[src/rtl/uc_jogo_principal_n_pkg.sv]
// Shared definitions for the main game UC and its sibling UCs.
// - estado_t  : state codes, also exported on db_estado for debug
// - saidas_t  : the scalar Moore outputs of the main UC
// - decodifica_saidas : state -> scalar outputs
package uc_jogo_principal_n_pkg;

    localparam int DB_W = 5;

    typedef enum logic [DB_W-1:0] {
        ST_INICIAL           = 5'd0,
        ST_INICIALIZA        = 5'd1,
        ST_ESPERA_JOGADA     = 5'd2,
        ST_REGISTRA          = 5'd3,
        ST_TERMINA_MOV       = 5'd4,
        ST_ESPERA_ACAO       = 5'd5,
        ST_FIM_JOGO          = 5'd6,
        ST_INICIA_ACAO       = 5'd7,
        ST_ESPERA_SALVAMENTO = 5'd8,
        ST_PAUSA             = 5'd9,
        ST_ERRO              = 5'd31
    } estado_t;

    typedef struct packed {
        logic enable_reg_jogada;
        logic reset_reg_jogada;
        logic inicia_movimentacao;
        logic termina;
        logic reset_maquinas;
        logic reset_pontuacao;
        logic pausado;
        logic pronto;
        logic erro_timeout;
    } saidas_t;

    function automatic saidas_t decodifica_saidas(input estado_t estado);
        saidas_t s;
        s = '0;
        case (estado)
            ST_INICIALIZA: begin
                s.reset_reg_jogada = 1'b1;
                s.reset_maquinas   = 1'b1;
                s.reset_pontuacao  = 1'b1;
            end
            ST_ESPERA_JOGADA: begin
                s.inicia_movimentacao = 1'b1;
                s.reset_reg_jogada    = 1'b1;
            end
            ST_REGISTRA:    s.enable_reg_jogada = 1'b1;
            ST_TERMINA_MOV: s.termina           = 1'b1;
            ST_PAUSA:       s.pausado           = 1'b1;
            ST_FIM_JOGO: begin
                s.pronto           = 1'b1;
                s.reset_reg_jogada = 1'b1;
                s.reset_maquinas   = 1'b1;
            end
            ST_ERRO:        s.erro_timeout      = 1'b1;
            default:        s = '0;
        endcase
        return s;
    endfunction

endpackage

[src/rtl/uc_cooldown_canal.sv]
// Per-channel cooldown down-counter.
// Ports: clock, reset (sync, active-high), limpa (clear to zero),
//        carrega (load COOLDOWN, wins over decrement), congela (hold value),
//        zero (counter is zero -> channel not cooling down).
module uc_cooldown_canal #(
    parameter int COOLDOWN = 15,
    parameter int CNT_W    = $clog2(COOLDOWN + 1)
) (
    input  logic clock,
    input  logic reset,
    input  logic limpa,
    input  logic carrega,
    input  logic congela,
    output logic zero
);

    logic [CNT_W-1:0] conta_r;

    // Cooldown counter: clear, reload, or count down to zero unless frozen
    always_ff @(posedge clock) begin
        if (reset || limpa) begin
            conta_r <= '0;
        end else if (carrega) begin
            conta_r <= CNT_W'(COOLDOWN);
        end else if (!congela && (conta_r != '0)) begin
            conta_r <= conta_r - CNT_W'(1);
        end else begin
            conta_r <= conta_r;
        end
    end

    assign zero = (conta_r == '0);

endmodule

[src/rtl/uc_jogo_principal_n.sv]
// Main game control unit with N_ACOES prioritised action channels.
// Inputs : clock, reset (sync, active-high), iniciar, pausar (pulse), vidas,
//          ocorreu_jogada, acao_pedida[N], fim_movimentacao, fim_acao[N]
// Outputs: move-register control, movement control, one-hot inicia_acao[N],
//          machine/score resets, pausado, pronto, erro_timeout, db_estado[5].
// All outputs are registered from the next state, so they follow the
// current state exactly (Moore) without combinational decode on the pins.
module uc_jogo_principal_n
    import uc_jogo_principal_n_pkg::*;
#(
    parameter int                 N_ACOES       = 2,
    parameter int                 COOLDOWN      = 15,
    parameter logic [N_ACOES-1:0] COOLDOWN_MASK = N_ACOES'(2'b10),
    parameter int                 SAVE_WAIT     = 2,
    parameter int                 TIMEOUT       = 1023
) (
    input  logic               clock,
    input  logic               reset,
    input  logic               iniciar,
    input  logic               pausar,
    input  logic               vidas,
    input  logic               ocorreu_jogada,
    input  logic [N_ACOES-1:0] acao_pedida,
    input  logic               fim_movimentacao,
    input  logic [N_ACOES-1:0] fim_acao,
    output logic               enable_reg_jogada,
    output logic               reset_reg_jogada,
    output logic               inicia_movimentacao,
    output logic               termina,
    output logic [N_ACOES-1:0] inicia_acao,
    output logic               reset_maquinas,
    output logic               reset_pontuacao,
    output logic               pausado,
    output logic               pronto,
    output logic               erro_timeout,
    output logic [DB_W-1:0]    db_estado
);

    localparam int GRANT_W = (N_ACOES > 1) ? $clog2(N_ACOES) : 1;
    localparam int SAVE_W  = (SAVE_WAIT > 1) ? $clog2(SAVE_WAIT) : 1;
    localparam int WD_W    = $clog2(TIMEOUT + 1);

    estado_t              estado_r, estado_next_s;
    logic [GRANT_W-1:0]   grant_r, grant_next_s, vencedor_s;
    logic [SAVE_W-1:0]    salva_r;
    logic [WD_W-1:0]      wd_r;
    saidas_t              saidas_r;
    logic [N_ACOES-1:0]   inicia_acao_r;
    logic [N_ACOES-1:0]   zero_s, elegivel_s, candidatos_s;
    logic                 ultimo_salv_s, wd_esgotado_s;

    // One cooldown counter per channel; only masked channels ever load
    for (genvar i = 0; i < N_ACOES; i++) begin : g_canal
        uc_cooldown_canal #(.COOLDOWN(COOLDOWN)) u_cooldown (
            .clock   (clock),
            .reset   (reset),
            .limpa   (estado_r == ST_INICIALIZA),
            .carrega ((estado_r == ST_INICIA_ACAO) && (grant_r == GRANT_W'(i)) && COOLDOWN_MASK[i]),
            .congela (estado_r == ST_PAUSA),
            .zero    (zero_s[i])
        );
        assign elegivel_s[i] = ~COOLDOWN_MASK[i] | zero_s[i];
    end

    assign candidatos_s  = acao_pedida & elegivel_s;
    assign ultimo_salv_s = (salva_r == SAVE_W'(SAVE_WAIT - 1));
    assign wd_esgotado_s = (wd_r == WD_W'(TIMEOUT - 1));

    // Fixed-priority arbiter: the highest requesting eligible index wins
    always_comb begin
        vencedor_s = '0;
        for (int i = 0; i < N_ACOES; i++) begin
            vencedor_s = candidatos_s[i] ? GRANT_W'(i) : vencedor_s;
        end
    end

    // Next-state and grant logic
    always_comb begin
        estado_next_s = estado_r;
        grant_next_s  = grant_r;
        case (estado_r)
            ST_INICIAL:  estado_next_s = iniciar ? ST_INICIALIZA : ST_INICIAL;
            ST_INICIALIZA: begin
                estado_next_s = ST_ESPERA_JOGADA;
                grant_next_s  = '0;
            end
            ST_ESPERA_JOGADA: begin
                if (!vidas)              estado_next_s = ST_FIM_JOGO;
                else if (pausar)         estado_next_s = ST_PAUSA;
                else if (ocorreu_jogada) estado_next_s = ST_REGISTRA;
                else                     estado_next_s = ST_ESPERA_JOGADA;
            end
            ST_REGISTRA: estado_next_s = ST_ESPERA_SALVAMENTO;
            ST_ESPERA_SALVAMENTO: begin
                if (!ultimo_salv_s) begin
                    estado_next_s = ST_ESPERA_SALVAMENTO;
                end else if (!vidas) begin
                    estado_next_s = ST_FIM_JOGO;
                end else if (|candidatos_s) begin
                    estado_next_s = ST_TERMINA_MOV;
                    grant_next_s  = vencedor_s;
                end else begin
                    estado_next_s = ST_ESPERA_JOGADA;
                end
            end
            ST_TERMINA_MOV: begin
                // an exit in the timeout cycle still wins over ERRO
                if (fim_movimentacao) estado_next_s = vidas ? ST_INICIA_ACAO : ST_FIM_JOGO;
                else if (wd_esgotado_s) estado_next_s = ST_ERRO;
                else                  estado_next_s = ST_TERMINA_MOV;
            end
            ST_INICIA_ACAO: estado_next_s = ST_ESPERA_ACAO;
            ST_ESPERA_ACAO: begin
                if (fim_acao[grant_r])  estado_next_s = ST_ESPERA_JOGADA;
                else if (wd_esgotado_s) estado_next_s = ST_ERRO;
                else                    estado_next_s = ST_ESPERA_ACAO;
            end
            ST_PAUSA:    estado_next_s = pausar ? ST_ESPERA_JOGADA : ST_PAUSA;
            ST_FIM_JOGO: estado_next_s = iniciar ? ST_INICIALIZA : ST_FIM_JOGO;
            ST_ERRO:     estado_next_s = ST_ERRO;
            default:     estado_next_s = ST_ERRO;
        endcase
    end

    // State, grant and registered Moore outputs
    always_ff @(posedge clock) begin
        if (reset) begin
            estado_r      <= ST_INICIAL;
            grant_r       <= '0;
            saidas_r      <= '0;
            inicia_acao_r <= '0;
        end else begin
            estado_r      <= estado_next_s;
            grant_r       <= grant_next_s;
            saidas_r      <= decodifica_saidas(estado_next_s);
            inicia_acao_r <= (estado_next_s == ST_INICIA_ACAO) ?
                             (N_ACOES'(1) << grant_next_s) : '0;
        end
    end

    // Save-wait counter and handshake watchdog; both restart on state entry
    always_ff @(posedge clock) begin
        if (reset) begin
            salva_r <= '0;
            wd_r    <= '0;
        end else begin
            salva_r <= ((estado_r == ST_ESPERA_SALVAMENTO) && (estado_next_s == ST_ESPERA_SALVAMENTO)) ?
                       salva_r + SAVE_W'(1) : '0;
            wd_r    <= (((estado_r == ST_TERMINA_MOV) || (estado_r == ST_ESPERA_ACAO)) &&
                        (estado_next_s == estado_r)) ? wd_r + WD_W'(1) : '0;
        end
    end

    assign enable_reg_jogada   = saidas_r.enable_reg_jogada;
    assign reset_reg_jogada    = saidas_r.reset_reg_jogada;
    assign inicia_movimentacao = saidas_r.inicia_movimentacao;
    assign termina             = saidas_r.termina;
    assign reset_maquinas      = saidas_r.reset_maquinas;
    assign reset_pontuacao     = saidas_r.reset_pontuacao;
    assign pausado             = saidas_r.pausado;
    assign pronto              = saidas_r.pronto;
    assign erro_timeout        = saidas_r.erro_timeout;
    assign inicia_acao         = inicia_acao_r;
    assign db_estado           = estado_r;

endmodule

[config.mk]
export PLATFORM = sky130hd
export DESIGN_NAME = uc_jogo_principal_n
export DESIGN_NICKNAME = d
export VERILOG_FILES = /design/src/rtl/uc_jogo_principal_n_pkg.sv /design/src/rtl/uc_cooldown_canal.sv /design/src/rtl/uc_jogo_principal_n.sv
export SDC_FILE = /design/constraint.sdc
export NUM_CORES = 1
export LEC_CHECK = 0
export ABC_AREA = 1
export BUFFER_PORTS_ARGS = -buffer_cell sky130_fd_sc_hd__clkbuf_2
export CORE_MARGIN = 1.5
export CORE_UTILIZATION = 45
export CTS_CLUSTER_SIZE = 14
export DETAILED_ROUTE_END_ITERATION = 10
export PLACE_DENSITY = 0.66
export SLEW_MARGIN = 40
export SYNTH_ARGS = -nofsm -noshare
export SYNTH_HDL_FRONTEND = slang
export SYNTH_SLANG_ARGS = --single-unit
[constraint.sdc]
create_clock -name clock -period 2.2 [get_ports clock]
set_clock_uncertainty 0.2 [all_clocks]
set_input_delay 0 -clock clock [delete_from_list [all_inputs] [get_ports clock]]
set_output_delay 0 -clock clock [all_outputs]
set_load 0.1 [all_outputs]
---- After elaboration in Yosys (flattened, before gate mapping) ----
Index checks and enable logic that the tools add are counted.
word-level totals
  bits in registers ....................... 32
  output and inout bits ................... 16
  input port bits ......................... 11
  word-level logic and storage cells ...... 94
cells by class
  eq/ne operators ......................... 20
  bitwise operators ....................... 4
  magnitude comparators ................... 1
  $add $sub $neg .......................... 3
  shift-type cells ........................ 1
  mux-type cells .......................... 33
  reductions and logical operators ........ 17
operator list
  operator                                                              number
  5-bit one-hot mux with 10 select lines                                1
  5-bit by 3-bit == test with 1-bit output, second input constant       7
  4-bit 2-to-1 mux                                                      6
  5-bit by 2-bit == test with 1-bit output, second input constant       4
  5-bit by 4-bit == test with 1-bit output, second input constant       4
  5-bit 2-to-1 mux                                                      4
  1-bit 2-to-1 mux                                                      18
  10-bit by 1-bit adder with 10-bit output, second input constant       1
  10-bit == test, second input constant                                 1
  5-bit by 1-bit == test with 1-bit output, second input constant       2
  2-bit OR reduction                                                    5
  3-bit 2-to-1 mux                                                      3
  5-bit == test                                                         1
  5-bit == test, second input constant                                  1
  5-bit logical NOT                                                     1
  1-bit logical AND                                                     4
  4-bit logical NOT                                                     1
  4-bit nonzero test                                                    1
  4-bit by 1-bit subtractor with 4-bit output, second input constant    1
  1-bit NOT                                                             3
  3-bit OR reduction                                                    1
  2-bit bitwise AND                                                     1
  1-bit logical OR                                                      2
  1-bit by 2-bit < comparator with 1-bit output, second input constant  1
  5 further kinds                                                       5

---- Logic depth before layout (Yosys ltp) ----
Gate-level depths: netlist of run 1.
  depth in word-level cells ............... 11
  gate-level depth with buffers ........... 14
  depth with buffers taken out ............ 14

---- Modules after synthesis ----
A second synthesis of run 1 with hierarchy kept.
unflattened totals
  cells, all modules ...................... 266
  area, all modules ....................... 1747.9 um2
by module, submodules not included
  module               area each (um2)  seq. area each (um2)  cells an instance  times used
  uc_jogo_principal_n  1492.7           560.5                 228                1
  uc_cooldown_canal    255.2            80.1                  38                 1

---- Worst setup path before layout of run 1 ----
No wires, ideal clock.
  kind .................................... register to register
  start ................................... register estado_r[3], in the netlist db_estado[3]
  end ..................................... register saidas_r, in the netlist reset_reg_jogada
  library setup time ...................... 0.120 ns
  cell stages (with the launch flop) ...... 13
  data arrival time ....................... 2.039 ns
  buffers on the path ..................... 1
  clock period less this slack ............ 2.359 ns
  path slack .............................. -0.159 ns
  data required time ...................... 1.880 ns
  path through ............................ dfxtp_1 buf_6 nor2_4 nand2_2 inv_2 nand2_2 nand2_1 inv_1 nand3_2 nor2_4 nor2_1 nand2_1 nand3_1
on the way
  cells in the longest elaborated chain, start to end .. 5
  elaborated cells between the ends (all ways) .. 16
  those cells by class .................... eq/ne: 12; mux: 2; reduce/logical: 2
ends and longest elaborated chain
  what                                                                    line                           RTL
  start: declaration                                                      uc_jogo_principal_n.sv:43      estado_t estado_r, estado_next_s;
  start signal: assignment                                                uc_jogo_principal_n.sv:133     estado_r <= estado_next_s;
  5-bit by 3-bit == test with 1-bit output, or another cell as far along  uc_jogo_principal_n.sv:81      case (estado_r)
  5-bit one-hot mux with 10 select lines *                                uc_jogo_principal_n.sv:81
  5-bit by 1-bit == test with 1-bit output, or another cell as far along  uc_jogo_principal_n_pkg.sv:38  case (estado)
  3-bit OR reduction (no source line) *                                   -
  1-bit 2-to-1 mux *                                                      uc_jogo_principal_n_pkg.sv:38
  end signal: assignment                                                  uc_jogo_principal_n.sv:135     saidas_r <= decodifica_saidas(estado_next_s);
  end: declaration                                                        uc_jogo_principal_n.sv:47      saidas_t saidas_r;
Every way passes the cells marked *; elsewhere a longest branch is shown, timed or not.
A chain may end at the register's enable or synchronous reset.

---- Worst setup path after layout of run 1 ----
  start ................................... register estado_r[1], in the netlist db_estado[1]
  end ..................................... register saidas_r, in the netlist reset_reg_jogada
The elaborated chain is that of the path after synthesis.

==> qor.yml, run 1 <==
drt:
  routedWlPerCell_um: 11.2
  drt-total-wl_mm: 3.69
  route.detailed.drc: 0
  via_per_inst: 4.78
  num_vias: 1576
  ant_nets: 0
  drtIter0Drc: 78
  drt-pass1-iter-count: 4
worst_setup_path:
  critPathMaxFanout: 7
  crit_path_end: "reset_reg_jogada"
  cp_slowest_cell: "dlygate4sd3_1"
  cp-start-kind: "flip-flop"
  arrival_ns: 1.99
  endpoint_kind: "flip-flop"
  r2r_slack_ns: 0.24
  crit_type: "flip-flop to flip-flop"
  r2r_cells: 9
  path_cells: "inv_2, nor2_1, nand3_1, nand2_1, nand2_1, nor2_1, dlygate4sd3_1, inv_1, nand3_1"
  rr_endpoint: "reset_reg_jogada"
  worstPathRequired_ns: 2.24
  r2r_start: "db_estado[1]"
  crit_start: "db_estado[1]"
  critPathMaxStageDelay_ns: 0.57
floorplanning:
  die_y_um: 63.9
  die_width_um: 63.9
  core_mm2: 0.00344
  pin_count: 27
  fp-row-count: 21
  dieArea_mm2: 0.00408
  start_util_pct: 48.5
clock_tree:
  cts.reportedPaths.clkPinSlew_ns: 0.07
  clkLatencyLatePin_ns: 0.29
  postCtsHoldBufs: 5
  post_cts_buffers: 0
  cts_tree: "done"
  ctsRootBufferMaster: "clkbuf_8"
  post_cts_resize_count: 0
  cts.sinks: 32
  htreeDepth: 2
  numCtsBuffers: 5
  cts_buffer_depth: 2
min_path:
  min_path_type: "input pin to flip-flop"
timing:
  fin_tns_setup_ns: 0
  rsz0062_at_grt: "false"
  slew_headroom_pct: 63.5
  tightest_slew_ns: 0.550
  hold_viol: 0
  final.min_clock_period_ns: 1.96
  maxSlewViolCount: 0
  finalCritPeriodShare_pct: 89.1
  setup_viol: 0
  fmax_mhz: 510
  holdWs_ns: 0.0198
  setup_ws_ns: 0.240
global_route:
  met1_usage_pct: 25.3
  overflow: 0
  grtUsageMet2_pct: 32.6
  grt_util_met3_pct: 7.92
  grt.busiest_layer: "met2"
  grt_max_degree: 12
  grt_pass1_vias: 1445
  grt_pass1_wl_mm: 6.47
  antenna_found_initial: 0
  grt_usage_pct: 20.9
power:
  p_sw_mw: 1.70
  p_comb_share_pct: 57.9
  powerDensity_mw_per_mm2: 1530
  power.clock.fraction_pct: 14.8
  p_sw_share_pct: 56.1
  p_leak_nw: 0.998
  internal_power_mw: 1.33
  ir_drop_mv: 1.08
  p_seq_share_pct: 27.4
final_layout:
  nNetsFinal: 298
  antennaDiodeCount: 0
  layout_common_cells: "nand2_1 (57), nor2_1 (45), inv_1 (36), dfxtp_1 (27), clkbuf_2 (26)"
  area_growth_pct: 19.0
  final_common_cell: "nand2_1"
  fillers: 351
  drive_gt1_share_pct: 20.1
synth:
  yosysWarnings: 0
  ys_ff_latch: 32
  syn-cell-area_mm2: 0.00167
  avgSynthCellArea_um2: 6.76
  synth-seq-area-share_pct: 38.4
  synth_cells: 247
  syn_nets: 262
  synth_cell_types: 29
job:
  cap_violations: 0
run_status:
  status: "finished, final reports clean"
placed_design:
  hpwl_mm: 2.87
  place_ws_ns: 0.274
  portBuffers: 26
  gp_congestion: 0.873
## power by group through the flow
stage	logic, mW	registers, mW	clock network [mW]
4_1_cts	1.76	0.829	0.459
3_3_place_gp	1.74	0.839	0
6_report	1.76	0.830	0.448
3_5_place_dp	1.74	0.840	0
5_1_grt	1.92	0.849	0.494
2_1_floorplan	0.857	1.45	0
## critical path: cells and delay by family (launching register included)
| kind | cells | cell delay [ns] |
|---|---|---|
| AND/OR/NAND/NOR | 6 | 0.61 |
| flip-flops | 1 | 0.40 |
| buffers and inverters | 3 | 0.71 |
## cell families after synthesis
logic type,after synthesis,share of synthesized area [%]
compound gates,16,5.02
fa+ha+maj,4,3.00
xor+xnor,5,2.62
simple gates,149,41.3
flops,32,38.4
buf+inv,41,9.67
## synthesized netlist by cell type, drive strengths merged
cell type	instances	share of area, %
or2	1	0.38
inv	39	8.8
nand4	6	2.2
dfxtp	32	38
nor2	49	12
xnor2	4	2.1
nor3b	1	0.75
and3	1	0.38
nand3	20	6.3
nor4	1	0.38
o211ai	1	0.45
a21oi	8	2.4
clkbuf	1	0.22
xor2	1	0.52
buf	1	0.67
o21ai	6	1.8
ha	4	3.0
nor3	8	3.7
nand2	62	15
a31oi	1	0.38
## layout make-up
cell class | instances | area [µm²] | area share, %
clock buffers | 5 | 68.8 | 3.47
clock inverters | 3 | 18.8 | 0.945
inverters | 39 | 146 | 7.37
multi-input cells | 174 | 867 | 43.7
flip-flops and latches | 32 | 647 | 32.6
well taps | 46 | 57.6 | 2.90
repair buffers | 31 | 180 | 9.07
## routing by layer
metal / wire length [µm] / share of wire, %
met1: 1710 / 46
met2: 1720 / 47
met3: 181 / 4.9
met4: 88 / 2.4
met5: 0 / 0
## metrics by stage
| stage | util, % | total power [mW] | instance area [µm²] | std cells |
|---|---|---|---|---|
| after global routing | 57.7 | 3.27 | 1990 | 330 |
| after global placement | 53.7 | 2.58 | 1850 | 317 |
| after detailed placement | 53.7 | 2.59 | 1850 | 317 |
| final | 57.7 | 3.03 | 1990 | 330 |
| after floorplan | - | 2.30 | 1680 | 247 |
| after CTS | 57.7 | 3.05 | 1990 | 330 |
## flip-flops by register name, indices dropped and copies added, names as in the netlist, 2 cells and up
signal                      count
inicia_acao                     2
g_canal.u_cooldown.conta_r      4
db_estado                       5
wd_r                           10
## how the worst min path moves through the flow
stage                                 end  cells past startpoint  slack (ns)      startpoint
after floorplan           reset_pontuacao                      2       -0.04         iniciar
after global placement    reset_pontuacao                      3        0.09         iniciar
after detailed placement  reset_pontuacao                      3         0.1         iniciar
after CTS                  inicia_acao[0]                      7        0.03  acao_pedida[0]
after global routing       inicia_acao[0]                      7        0.11  acao_pedida[0]
final                      inicia_acao[0]                      7        0.02  acao_pedida[0]
Note: power is estimated with default switching activity, not from simulation.
==> run 2: changes to the inputs <==
- CELL_PAD_IN_SITES_DETAIL_PLACEMENT: unset -> 1
- CELL_PAD_IN_SITES_GLOBAL_PLACEMENT: unset -> 2
- CORE_UTILIZATION: 45 -> 27
- MAX_ROUTING_LAYER: unset -> met4
- PLACE_DENSITY: 0.66 -> unset
- PLACE_DENSITY_LB_ADDON: unset -> 0.1
- clock period: 2.2 -> 1.7 ns (I/O delays scaled with it)
==> qor.yml, run 2 (synthesis gave the netlist of run 1 again) <==
run_status:
  status: "finished with violations"
  violations: "setup timing"
min_path:
  hold_depth: 7
  holdCritStartpoint: "acao_pedida[0]"
  min_path_type: "input pin to flip-flop"
worst_setup_path:
  path_buf_inv: 3
  worstSetupPathDepth: 9
  endpoint_kind: "flip-flop"
  cp_slowest_cell: "dfxtp_4"
  crit_type: "flip-flop to flip-flop"
  r2r_cells: 9
  worstPathRequired_ns: 1.67
  critPathTopFamily: "simple AND/OR/NAND/NOR gates"
  crit_top_cell: "nor2_4"
  critPathMaxFanout: 6
  critPathMaxStageDelay_ns: 0.37
  arrival_ns: 1.76
  path_cells: "nor2_4, nand4_1, nand2_1, inv_1, nand3_2, nor2_4, buf_12, buf_6, and3_1"
  cp-start-kind: "flip-flop"
  r2r_start: "db_estado[4]"
  crit_start: "db_estado[4]"
placed_design:
  gp_congestion: 0.807
  hpwl_mm: 4.29
  portBuffers: 26
global_route:
  grt_usage_pct: 18.9
  overflow: 0
  grt_pass1_vias: 1938
  grt_max_degree: 11
  grt_pass1_wl_mm: 9.10
  antenna_found_initial: 0
final_layout:
  antennaDiodeCount: 0
  area_growth_pct: 65.7
  nNetsFinal: 356
  largest_reg_flops: 10
  drive_gt1_share_pct: 49.7
  layout_common_cells: "buf_4 (49), nand2_1 (47), inv_1 (29), nor2_1 (28), clkbuf_2 (26)"
  regMostFlops: "wd_r"
  final_common_cell: "buf_4"
power:
  p_leak_nw: 1.36
  power_mw: 5.74
  ir_drop_mv: 1.15
  internal_power_mw: 2.87
  p_seq_share_pct: 18.9
  p_sw_share_pct: 50.1
  p_sw_mw: 2.87
  powerDensity_mw_per_mm2: 2080
  power.clock.fraction_pct: 13.1
  p_comb_share_pct: 68.0
timing:
  setup_ws_ns: -0.0818
  slew_headroom_pct: 63.7
  fmax_mhz: 561
  fin_tns_setup_ns: -0.402
  rsz0062_at_grt: "true"
  setup_viol: 11
  maxSlewViolCount: 0
  hold_viol: 0
  final.min_clock_period_ns: 1.78
  finalCritPeriodShare_pct: 105
  tightest_slew_ns: 0.546
floorplanning:
  die_y_um: 81.6
  die_width_um: 81.6
  fp-row-count: 28
  start_util_pct: 28.0
  pin_count: 27
  core_mm2: 0.00596
  dieArea_mm2: 0.00666
drt:
  routedWlPerCell_um: 13.3
  num_vias: 1878
  drt-total-wl_mm: 5.56
  drtIter0Drc: 42
  ant_nets: 0
  drt-pass1-iter-count: 4
  via_per_inst: 4.50
  route.detailed.drc: 0
clock_tree:
  cts_tree: "done"
  clkLatencyLatePin_ns: 0.28
  numCtsBuffers: 5
  cts_buffer_depth: 2
  cts.sinks: 32
  ctsRootBufferMaster: "clkbuf_8"
  cts.reportedPaths.clkPinSlew_ns: 0.07
  htreeDepth: 2
job:
  cap_violations: 0
## run 2: cell count changes in the layout (fill, tap and decap cells not counted), moves of 5 or more
cell,before,now
buf_4,0,49
buf_6,0,7
dfxtp_4,0,5
inv_1,36,29
nand2_1,57,47
nand2_2,4,10
nand2_4,1,6
nand3_1,19,14
nand3_2,1,6
nor2_1,45,28
nor2_2,2,14
nor2_4,2,8
## run 2: worst reg2reg max path, delay by kind of cell (launching register included)
| kind | cells | cell delay, ns |
|---|---|---|
| buf+inv | 3 | 0.31 |
| simple gates | 6 | 0.81 |
| flops | 1 | 0.37 |
## run 2: worst paths after layout
check,end,slack [ns]
setup / recovery,termina,-0.08
hold reg to reg,wd_r[0],0.32
hold / removal,inicia_acao[0],0.06
setup reg to reg,termina,-0.08
## run 2: per-layer routing
metal  wire, µm  vias up  part of all wire, %  global-route usage, %
met2       2790       34                   50                   33.0
met3        212        4                  3.8                   3.56
met1       2510      876                   45                   22.0
met4         50        0                 0.90                   5.59
met5          0        -                    0                      -
li1           -      964                    -                      -
## run 2: cell type report
class                   instances  area (µm²)
fillers                       777        3190
flip-flops and latches         32         663
well taps                      75        93.8
multi-input cells             176        1090
repair buffers                 87         637
inverters                      39         156
clock buffers                   8         121
## run 2: power by group through the flow
stage | Sequential (mW) | Clock [mW] | Combinational (mW)
floorplan | 1.89 | 0 | 1.10
detailed placement | 1.07 | 0 | 3.05
finish | 1.09 | 0.751 | 3.90
global route | 1.11 | 0.813 | 4.17
CTS | 1.09 | 0.782 | 3.59
global placement | 1.06 | 0 | 3.01
## run 2: timing repair
action	in CTS	in global routing
gates cloned	2	0
hold buffers	3	1
buffers inserted	5	4
resized for setup	48	32
setup endpoints to repair	26	26
endpoints found under the hold margin	10	1
pin swaps	19	21
## run 2: per-stage QoR
stage	area [µm²]	hold WS [ns]	setup slack, ns	cells	utilization (%)
after floorplan	1690	-0.0444	-0.112	247	-
after global placement	2280	0.171	-0.169	396	38.2
after detailed placement	2280	0.156	-0.223	396	38.2
after CTS	2620	0.0289	-0.0727	412	44.0
after global routing	2770	0.105	-0.181	417	46.4
final	2770	0.0551	-0.0818	417	46.4
==> run 3: changes to the inputs <==
- ABC_AREA: 1 -> unset
- CORE_UTILIZATION: 27 -> 29
==> qor.yml, run 3 <==
global_route:
  grt_max_degree: 12
  grt_pass1_vias: 1751
  grt_util_met3_pct: 3.83
  met1_usage_pct: 25.1
  grt_pass1_wl_mm: 8.99
  grt.busiest_layer: "met2"
  antenna_found_initial: 0
  grt_usage_pct: 20.5
  grtUsageMet2_pct: 33.9
  overflow: 0
drt:
  ant_nets: 0
  via_per_inst: 4.90
  drt-pass1-iter-count: 4
  num_vias: 1618
  routedWlPerCell_um: 16.5
  route.detailed.drc: 0
  drt-total-wl_mm: 5.45
  drtIter0Drc: 63
timing:
  setup_viol: 31
  rsz0062_at_grt: "true"
  maxSlewViolCount: 0
  hold_viol: 0
  tightest_slew_ns: 0.544
  final.min_clock_period_ns: 2.09
  slew_headroom_pct: 63.9
  holdWs_ns: 0.00479
  fmax_mhz: 478
  finalCritPeriodShare_pct: 123
  setup_ws_ns: -0.394
worst_setup_path:
  crit_path_end: "reset_maquinas"
  endpoint_kind: "flip-flop"
  r2r_slack_ns: -0.39
  critPathTopFamily: "simple AND/OR/NAND/NOR gates"
  path_buf_inv: 0
  critPathMaxFanout: 5
  cp-start-kind: "flip-flop"
  cp_slowest_cell: "or4b_4"
  r2r_start: "db_estado[4]"
  worstPathRequired_ns: 1.68
  crit_start: "db_estado[4]"
  rr_endpoint: "reset_maquinas"
  critPathMaxStageDelay_ns: 0.56
  path_cells: "or4b_4, or3_1, nand3_4, nor3_4, nand2_1, o22ai_1"
  crit_type: "flip-flop to flip-flop"
  arrival_ns: 2.08
  worstSetupPathDepth: 6
  r2r_cells: 6
power:
  ir_drop_mv: 0.866
  p_leak_nw: 1.10
  p_comb_share_pct: 59.5
  p_seq_share_pct: 22.8
  power.clock.fraction_pct: 17.7
  powerDensity_mw_per_mm2: 1610
  internal_power_mw: 2.33
  p_sw_share_pct: 44.8
  power_mw: 4.21
  p_sw_mw: 1.89
floorplanning:
  pin_count: 27
  die_width_um: 76.2
  dieArea_mm2: 0.00581
  fp-row-count: 26
  start_util_pct: 30.3
  die_y_um: 76.2
  core_mm2: 0.00514
final_layout:
  drive_gt1_share_pct: 56.2
  final_common_cell: "buf_4"
  layout_common_cells: "buf_4 (49), dfxtp_1 (25), clkbuf_2 (25), nor2_1 (11), nor2_4 (11)"
  antennaDiodeCount: 0
  final_area_mm2: 0.00262
  nNetsFinal: 274
  area_growth_pct: 68.5
  finalNonFillerCells: 330
  regMostFlops: "wd_r"
  largest_reg_flops: 10
synth:
  yosysWarnings: 0
  syn_nets: 192
  synthFlopType: "dfxtp_1"
  ys_ff_latch: 32
  synth_top_area_share_pct: 41.2
  synth_area_leader_cell: "dfxtp_1"
  syn-cell-area_mm2: 0.00156
  avgSynthCellArea_um2: 8.79
  synth_cells: 177
  synth.most_common_cell: "dfxtp_1"
  async_flop_share_pct: 0
  synth_edf_count: 0
  synth_common_cells: "dfxtp_1 (32), nor2_1 (25), nand2_1 (11)"
  synth-seq-area-share_pct: 41.2
  synthTopCellsByArea: "dfxtp_1 (41%), nor2_1 (6.0%), xor2_1 (4.5%)"
  synth_cell_types: 45
clock_tree:
  numCtsBuffers: 5
  htreeDepth: 2
  cts_buffer_depth: 2
  ctsRootBufferMaster: "clkbuf_8"
  cts_tree: "done"
  clkLatencyLatePin_ns: 0.29
  cts.sinks: 32
  cts.reportedPaths.clkPinSlew_ns: 0.08
placed_design:
  placed_area_mm2: 0.00210
  hpwl_mm: 3.77
  gp_congestion: 0.834
  place_ws_ns: -0.381
  dp_cells: 310
  portBuffers: 26
run_status:
  violations: "setup timing"
  status: "finished with violations"
job:
  cap_violations: 0
min_path:
  min_path_type: "input pin to flip-flop"
[run 3: worst reg2reg max path, cell delays in order, from the launching register on]
cell	delay [ns]
dfxtp_4	0.37
or4b_4	0.56
or3_1	0.39
nand3_4	0.15
nor3_4	0.08
nand2_1	0.15
o22ai_1	0.09
[run 3: cell families (layout without fill, tap and decap cells)]
group	Yosys count	after routing	synth area share (%)
simple gates	84	84	31.6
flops	32	32	41.2
xor+xnor	11	11	6.20
mux	2	2	1.29
compound gates	31	31	12.9
buf+inv	13	96	3.62
fa+ha+maj	4	4	3.22
[run 3: metrics by stage]
stage               utilization (%)  TNS (ns)
detailed placement             40.8     -8.26
finish                         51.0     -8.27
global placement               40.8     -7.03
global route                   51.0    -10.16
CTS                            48.1     -7.33
floorplan                         -     -8.55
[run 3: worst min path at each step]
stage | from | endpoint | slack [ns] | cells past startpoint
3_3_place_gp | reset | db_estado[0] | 0.16 | 2
5_1_grt | vidas | grant_r | 0.04 | 4
6_report | vidas | grant_r | 0.005 | 4
4_1_cts | vidas | grant_r | 0.007 | 4
2_1_floorplan | vidas | grant_r | 0.004 | 2
3_5_place_dp | reset | db_estado[1] | 0.17 | 2
[run 3: routing by layer]
metal | share of wire [%] | up-vias
met3 | 2.6 | 6
met1 | 45 | 798
met5 | 0 | -
met2 | 51 | 25
li1 | - | 789
met4 | 1.3 | 0
[run 3: repair_timing]
item,CTS,global route
hold endpoints to repair,7,0
buffers inserted,8,1
cloned,2,0
resized for setup,43,33
pin swaps,7,11
setup endpoints to repair,31,33
hold buffers,1,0
[run 3: power groups by stage]
stage	combinational, mW	sequential, mW	clock (mW)
2_1_floorplan	0.758	1.57	0
3_3_place_gp	1.95	0.959	0
4_1_cts	2.32	0.958	0.762
6_report	2.50	0.961	0.746
3_5_place_dp	1.98	0.969	0
5_1_grt	2.66	0.976	0.807
[run 3: final cells by class]
class	instances	area, µm²
fillers	601	2520
well taps	70	87.6
clock inverters	3	42.5
inverters	6	22.5
multi-input cells	132	1160
flip-flops and latches	32	662
clock buffers	5	68.8
repair buffers	82	579
